[config.mk]
export PLATFORM = sky130hd
export DESIGN_NAME = lane_skew_unit_flat
export DESIGN_NICKNAME = d
export VERILOG_FILES = /design/src/rtl/lane_skew_unit_if.sv /design/src/rtl/lane_skew_unit.sv /design/src/flat_wrapper.sv
export SDC_FILE = /design/constraint.sdc
export NUM_CORES = 2
export LEC_CHECK = 0
export ABC_AREA = 1
export ABC_CLOCK_PERIOD_IN_PS = 300800
export CAP_MARGIN = 20
export CORE_ASPECT_RATIO = 1.1
export CORE_MARGIN = 4
export CORE_UTILIZATION = 44
export DETAILED_ROUTE_END_ITERATION = 12
export PLACE_DENSITY = 0.72
export SLEW_MARGIN = 15
export SYNTH_ARGS = -nofsm -noshare
export SYNTH_HDL_FRONTEND = slang
export SYNTH_SLANG_ARGS = --single-unit
[constraint.sdc]
create_clock -name clk -period 300.8 [get_ports clk]
set_input_delay 30.08 -clock clk [delete_from_list [all_inputs] [get_ports clk]]
set_output_delay 30.08 -clock clk [all_outputs]
set_load 0.005 [all_outputs]
[src/rtl/lane_skew_unit_if.sv]
// Bundle of per-lane data/valid, pipeline controls and status for lane_skew_unit.
// The producer/monitor side uses the master modport; the delay unit uses slave.
interface lane_skew_unit_if #(
  parameter int LANES      = 16,
  parameter int DATA_WIDTH = 32
);
  logic                        shift_en;
  logic                        flush;
  logic [LANES-1:0]            lane_mask;
  logic                        err_clear;
  logic [LANES*DATA_WIDTH-1:0] data_in;
  logic [LANES-1:0]            valid_in;
  logic [LANES*DATA_WIDTH-1:0] data_out;
  logic [LANES-1:0]            valid_out;
  logic                        aligned_valid;
  logic                        align_err;
  logic                        drain_busy;

  modport master (
    output shift_en, flush, lane_mask, err_clear, data_in, valid_in,
    input  data_out, valid_out, aligned_valid, align_err, drain_busy
  );

  modport slave (
    input  shift_en, flush, lane_mask, err_clear, data_in, valid_in,
    output data_out, valid_out, aligned_valid, align_err, drain_busy
  );
endinterface

[src/rtl/lane_skew_unit.sv]
// Per-lane delay line: lane i is delayed by i*STRIDE cycles (skew) or by
// (LANES-1-i)*STRIDE cycles (de-skew), with stall, flush, masking and status.
module lane_skew_unit #(
  parameter int LANES      = 16,
  parameter int DATA_WIDTH = 32,
  parameter int STRIDE     = 1,
  parameter int DESKEW     = 0
) (
  input logic             clk,
  input logic             rst,
  lane_skew_unit_if.slave bus
);

  if (LANES < 2) begin : g_bad_lanes
    $error("lane_skew_unit: LANES must be at least 2");
  end
  if (STRIDE < 1) begin : g_bad_stride
    $error("lane_skew_unit: STRIDE must be at least 1");
  end

  // Pipelines advance only on a non-flush shift edge.
  logic shift_go;
  assign shift_go = bus.shift_en & ~bus.flush;

  logic [LANES-1:0]      lane_valid;
  logic [LANES-1:0]      lane_busy;
  logic [DATA_WIDTH-1:0] lane_data [LANES];

  for (genvar gi = 0; gi < LANES; gi++) begin : g_lane
    localparam int DEPTH = (DESKEW != 0) ? (LANES - 1 - gi) * STRIDE : gi * STRIDE;

    if (DEPTH == 0) begin : g_comb
      assign lane_valid[gi] = bus.valid_in[gi] & shift_go;
      assign lane_data[gi]  = bus.data_in[gi*DATA_WIDTH +: DATA_WIDTH];
      assign lane_busy[gi]  = 1'b0;
    end else begin : g_pipe
      logic [DATA_WIDTH-1:0] data_reg [DEPTH];
      logic [DEPTH-1:0]      valid_reg;

      // Flush drops in-flight valids but leaves the data stages untouched.
      always_ff @(posedge clk) begin
        if (!rst) begin
          valid_reg <= '0;
          for (int n = 0; n < DEPTH; n++) begin
            data_reg[n] <= '0;
          end
        end else if (bus.flush) begin
          valid_reg <= '0;
        end else if (bus.shift_en) begin
          valid_reg[0] <= bus.valid_in[gi];
          data_reg[0]  <= bus.data_in[gi*DATA_WIDTH +: DATA_WIDTH];
          for (int n = 1; n < DEPTH; n++) begin
            valid_reg[n] <= valid_reg[n-1];
            data_reg[n]  <= data_reg[n-1];
          end
        end
      end

      assign lane_valid[gi] = valid_reg[DEPTH-1];
      assign lane_data[gi]  = data_reg[DEPTH-1];
      assign lane_busy[gi]  = |valid_reg;
    end

    assign bus.data_out[gi*DATA_WIDTH +: DATA_WIDTH] =
      (rst && bus.lane_mask[gi]) ? lane_data[gi] : '0;
  end

  logic [LANES-1:0] vis_valid;
  logic [LANES-1:0] en_valid;
  assign en_valid  = lane_valid & bus.lane_mask;
  assign vis_valid = en_valid & {LANES{rst}};

  assign bus.valid_out     = vis_valid;
  // Masked lanes count as valid, but an all-masked unit never reports alignment.
  assign bus.aligned_valid = rst & (|bus.lane_mask) & (&(vis_valid | ~bus.lane_mask));
  assign bus.drain_busy    = rst & (|lane_busy);

  logic err_set;
  logic align_err_reg;
  logic align_err_next;

  assign err_set = shift_go & (|en_valid) & (en_valid != bus.lane_mask);

  always_comb begin
    align_err_next = align_err_reg;
    if (err_set) begin
      align_err_next = 1'b1;
    end else if (bus.err_clear) begin
      align_err_next = 1'b0;
    end
  end

  always_ff @(posedge clk) begin
    if (!rst) begin
      align_err_reg <= 1'b0;
    end else begin
      align_err_reg <= align_err_next;
    end
  end

  // A skewing instance never reports misalignment; its lanes are staggered by design.
  assign bus.align_err = (DESKEW != 0) & rst & align_err_reg;

endmodule
[src/flat_wrapper.sv]
// flat-port wrapper written by rule: the top's interface ports become plain ports
module lane_skew_unit_flat 
#(
  parameter int LANES      = 16,
  parameter int DATA_WIDTH = 32,
  parameter int STRIDE     = 1,
  parameter int DESKEW     = 0
)
  (clk, rst, bus_shift_en, bus_flush, bus_lane_mask, bus_err_clear, bus_data_in, bus_valid_in, bus_data_out, bus_valid_out, bus_aligned_valid, bus_align_err, bus_drain_busy);
  lane_skew_unit_if #(.LANES(LANES), .DATA_WIDTH(DATA_WIDTH)) bus_i ();
  input logic clk;
  input logic rst;
  input wire logic [$bits(bus_i.shift_en)-1:0] bus_shift_en;
  input wire logic [$bits(bus_i.flush)-1:0] bus_flush;
  input wire logic [$bits(bus_i.lane_mask)-1:0] bus_lane_mask;
  input wire logic [$bits(bus_i.err_clear)-1:0] bus_err_clear;
  input wire logic [$bits(bus_i.data_in)-1:0] bus_data_in;
  input wire logic [$bits(bus_i.valid_in)-1:0] bus_valid_in;
  output wire logic [$bits(bus_i.data_out)-1:0] bus_data_out;
  output wire logic [$bits(bus_i.valid_out)-1:0] bus_valid_out;
  output wire logic [$bits(bus_i.aligned_valid)-1:0] bus_aligned_valid;
  output wire logic [$bits(bus_i.align_err)-1:0] bus_align_err;
  output wire logic [$bits(bus_i.drain_busy)-1:0] bus_drain_busy;
  assign bus_i.shift_en = bus_shift_en;
  assign bus_i.flush = bus_flush;
  assign bus_i.lane_mask = bus_lane_mask;
  assign bus_i.err_clear = bus_err_clear;
  assign bus_i.data_in = bus_data_in;
  assign bus_i.valid_in = bus_valid_in;
  assign bus_data_out = bus_i.data_out;
  assign bus_valid_out = bus_i.valid_out;
  assign bus_aligned_valid = bus_i.aligned_valid;
  assign bus_align_err = bus_i.align_err;
  assign bus_drain_busy = bus_i.drain_busy;
  lane_skew_unit #(.LANES(LANES), .DATA_WIDTH(DATA_WIDTH), .STRIDE(STRIDE), .DESKEW(DESKEW)) u_core (.clk(clk), .rst(rst), .bus(bus_i));
endmodule
==> flow_summary.json <==
{
  "largest_register_ffs": 3840,
  "p_total_mw": 1.21,
  "critPathKind": "in -> out",
  "cts_root_buf": "clkbuf_16",
  "holdBufCountCts": 0,
  "dp.final_hpwl_um": 185000,
  "pre_cts_ws_ns": 237.65,
  "grtUsageTotal": 0.148,
  "cts_sinks": 3960,
  "stdcell_area_um2": 189000,
  "cap_violations": 0,
  "cp-start-kind": "primary input",
  "power_density_nw_per_um2": 6.41,
  "fmax_mhz": 15.9,
  "crit_required_ns": 270.72,
  "tritoncts": "built",
  "synth.area.top_cells": "edfxtp_1 (71%), inv_1 (10%), nor2_1 (6.9%), nor2_4 (4.1%), buf_6 (2.1%)",
  "vdd_drop_max_uv": 5.85,
  "placed_cell_area_um2": 176000,
  "clk-insertion-delay-late_ns": 0.93,
  "globalplace.congestion": 0.866,
  "slowest_stage": "nand2_1",
  "yosys-top-cells-count": "inv_1 (4377), edfxtp_1 (3840), nor2_1 (2989), nand2_1 (839), nor2_4 (600)",
  "seqCellArea_um2": 118000,
  "cts.clk_slew.worst_paths_ns": 0.06,
  "tns_ns": 0,
  "yosysTopAreaCellShare": 0.708,
  "grt_antenna_before_repair": 60,
  "clock_skew_ns": 0.0502,
  "io_buffers": 1077,
  "dr.pass1.iters": 5,
  "multi_input_area_um2": 23900,
  "instances_no_fill": 20000,
  "worst_hold_slack_ns": 0.457,
  "htreeDepth": 5,
  "grt.overflow.total": 0,
  "synth_area_per_cell_um2": 11.9,
  "dp.cells": 19200,
  "rows": 234,
  "ioPinCount": 1080,
  "syn_nets": 14300,
  "rsz0062_at_grt": "false",
  "vias_per_cell": 4.22,
  "fin_ws_ns": 237.76,
  "grt_pass1_vias": 81300,
  "crit_path_frequent_cell": "nor2_1",
  "async_flop_share": 0,
  "critPathCaptureType": "primary output",
  "num-nets-final": 15300,
  "report.final.slew_viol_count": 0,
  "synth_edf_count": 3840,
  "ys_ff_latch": 3960,
  "ys_seq_area_frac": 0.723,
  "min_period_ns": 63.04,
  "die_x_um": 588,
  "setup_viol": 0,
  "cts_resized": 0,
  "grt_first_pass_wirelength_um": 446000,
  "tightest_slew_ns": 1.22,
  "synthCells": 13700,
  "status": "completed",
  "yosys_warnings": 0,
  "path_cells": "buf_8 > nand2_1 > nor2_1 > o21ai_0 > nor2_1 > nand3_1 > nor2_1 > clkdlybuf4s50_1",
  "core_um2": 369000,
  "synthToLayoutAreaGrowth_pct": 16.3,
  "post-route-period-util": 0.210,
  "grt_max_degree": 200,
  "synth.most_common_cell": "inv_1",
  "wl_per_cell_um": 14.5,
  "critPathMaxFanout": 75,
  "relSlewSlack": 0.188,
  "drt_iter0_drc": 6453,
  "ant_nets": 0,
  "cp.arrival_ns": 32.96,
  "synth-main-ff-cell": "edfxtp_1",
  "hold_viol": 0,
  "hp-class": "reg -> reg",
  "power.leakage_nw": 79.0,
  "drc": 0,
  "max_stage_delay_ns": 0.79,
  "synthDistinctLibCells": 25,
  "die_h_um": 646,
  "die_area_um2": 380000,
  "utilization": 0.513,
  "mappedNetlistArea_um2": 163000,
  "start_util": 0.441,
  "num_vias": 84400,
  "finalWirelength_um": 290000,
  "post-cts-setup-buffer-count": 0,
  "n_fill_cell": 30900,
  "cts.path.max_buffers": 4,
  "final_layout_size_suffix_gt1_frac": 0.106,
  "yosys.area.top_type": "edfxtp_1",
  "cts_buffers": 391
}
==> cells in the final DEF (no fill, tap or decap), types with 2 or more instances in the layout <==
cell	synthesis	final
nor2_2	300	300
edfxtp_1	3840	3840
buf_12	33	18
inv_8	0	3
inv_1	4377	4376
clkinv_2	0	65
bufinv_16	0	55
nor2_4	600	600
buf_4	3	75
nand2_1	839	828
nand3_1	5	5
buf_16	0	7
clkinv_16	0	11
clkinvlp_4	0	20
nand4_1	2	2
diode_2	0	41
clkinv_1	0	78
clkbuf_16	0	396
nor2_1	2989	2989
clkdlybuf4s50_1	0	1075
clkinv_8	0	6
clkbuf_1	70	68
o21ai_0	26	25
nand2_2	0	11
clkinv_4	0	4
inv_16	0	3
clkinvlp_2	0	3
inv_6	0	8
buf_8	0	2
a21oi_1	119	119
dfxtp_1	120	120
clkbuf_8	0	2
==> path summary, 6_finish.rpt <==
| kind | cells after the start | end | from | slack [ns] |
|---|---|---|---|---|
| min | 2 | u_core.g_lane[13].g_pipe.data_reg[1][154] | u_core.g_lane[13].g_pipe.data_reg[1][122] | 0.46 |
| max reg2reg | 2 | u_core.g_lane[14].g_pipe.data_reg[0][225] | u_core.g_lane[14].g_pipe.data_reg[0][193] | 299.88 |
| max | 8 | bus_aligned_valid | rst | 237.76 |
| min reg2reg | 2 | u_core.g_lane[13].g_pipe.data_reg[1][154] | u_core.g_lane[13].g_pipe.data_reg[1][122] | 0.46 |
==> kinds of logic (layout without fill, tap and decap cells) <==
family / after synthesis / in the layout / share of synthesized area
buf+inv: 4896 / 6279 / 0.131
flops: 3960 / 3960 / 0.723
simple gates: 4738 / 4738 / 0.142
other cells: 1 / 42 / 0.0000230
compound gates: 147 / 147 / 0.00454
==> worst max-delay path, delay by kind of cell <==
family                 cells  cell delay, ns
buffers and inverters      2            1.18
AND/OR/NAND/NOR            5            1.57
AO/OA/AOI/OAI              1            0.11
==> report_power, final <==
group	leakage [nW]	internal [mW]	total [mW]	switching, mW
sequential	41.8	0.642	0.651	0.00930
clock	6.40	0.291	0.498	0.207
combinational	30.9	0.0209	0.0650	0.0441
total	79.0	0.954	1.21	0.260
==> layer usage <==
| layer | wire length, um | vias to the layer above | global-route usage |
|---|---|---|---|
| met5 | 68 | - | 0 |
| li1 | - | 43000 | - |
| met3 | 14900 | 556 | 0.0304 |
| met2 | 146000 | 1582 | 0.256 |
| met4 | 13000 | 12 | 0.0650 |
| met1 | 117000 | 39200 | 0.180 |
==> layout make-up <==
cell class / instances / area share
antenna: 41 / 0.000542
clock buffer: 466 / 0.0538
clock inverter: 255 / 0.0161
inverter: 4379 / 0.0868
multi-input combinational: 4886 / 0.126
sequential: 3960 / 0.622
tap: 4838 / 0.0320
timing repair buffer: 1179 / 0.0630
Power figures use the tool's default switching activity.
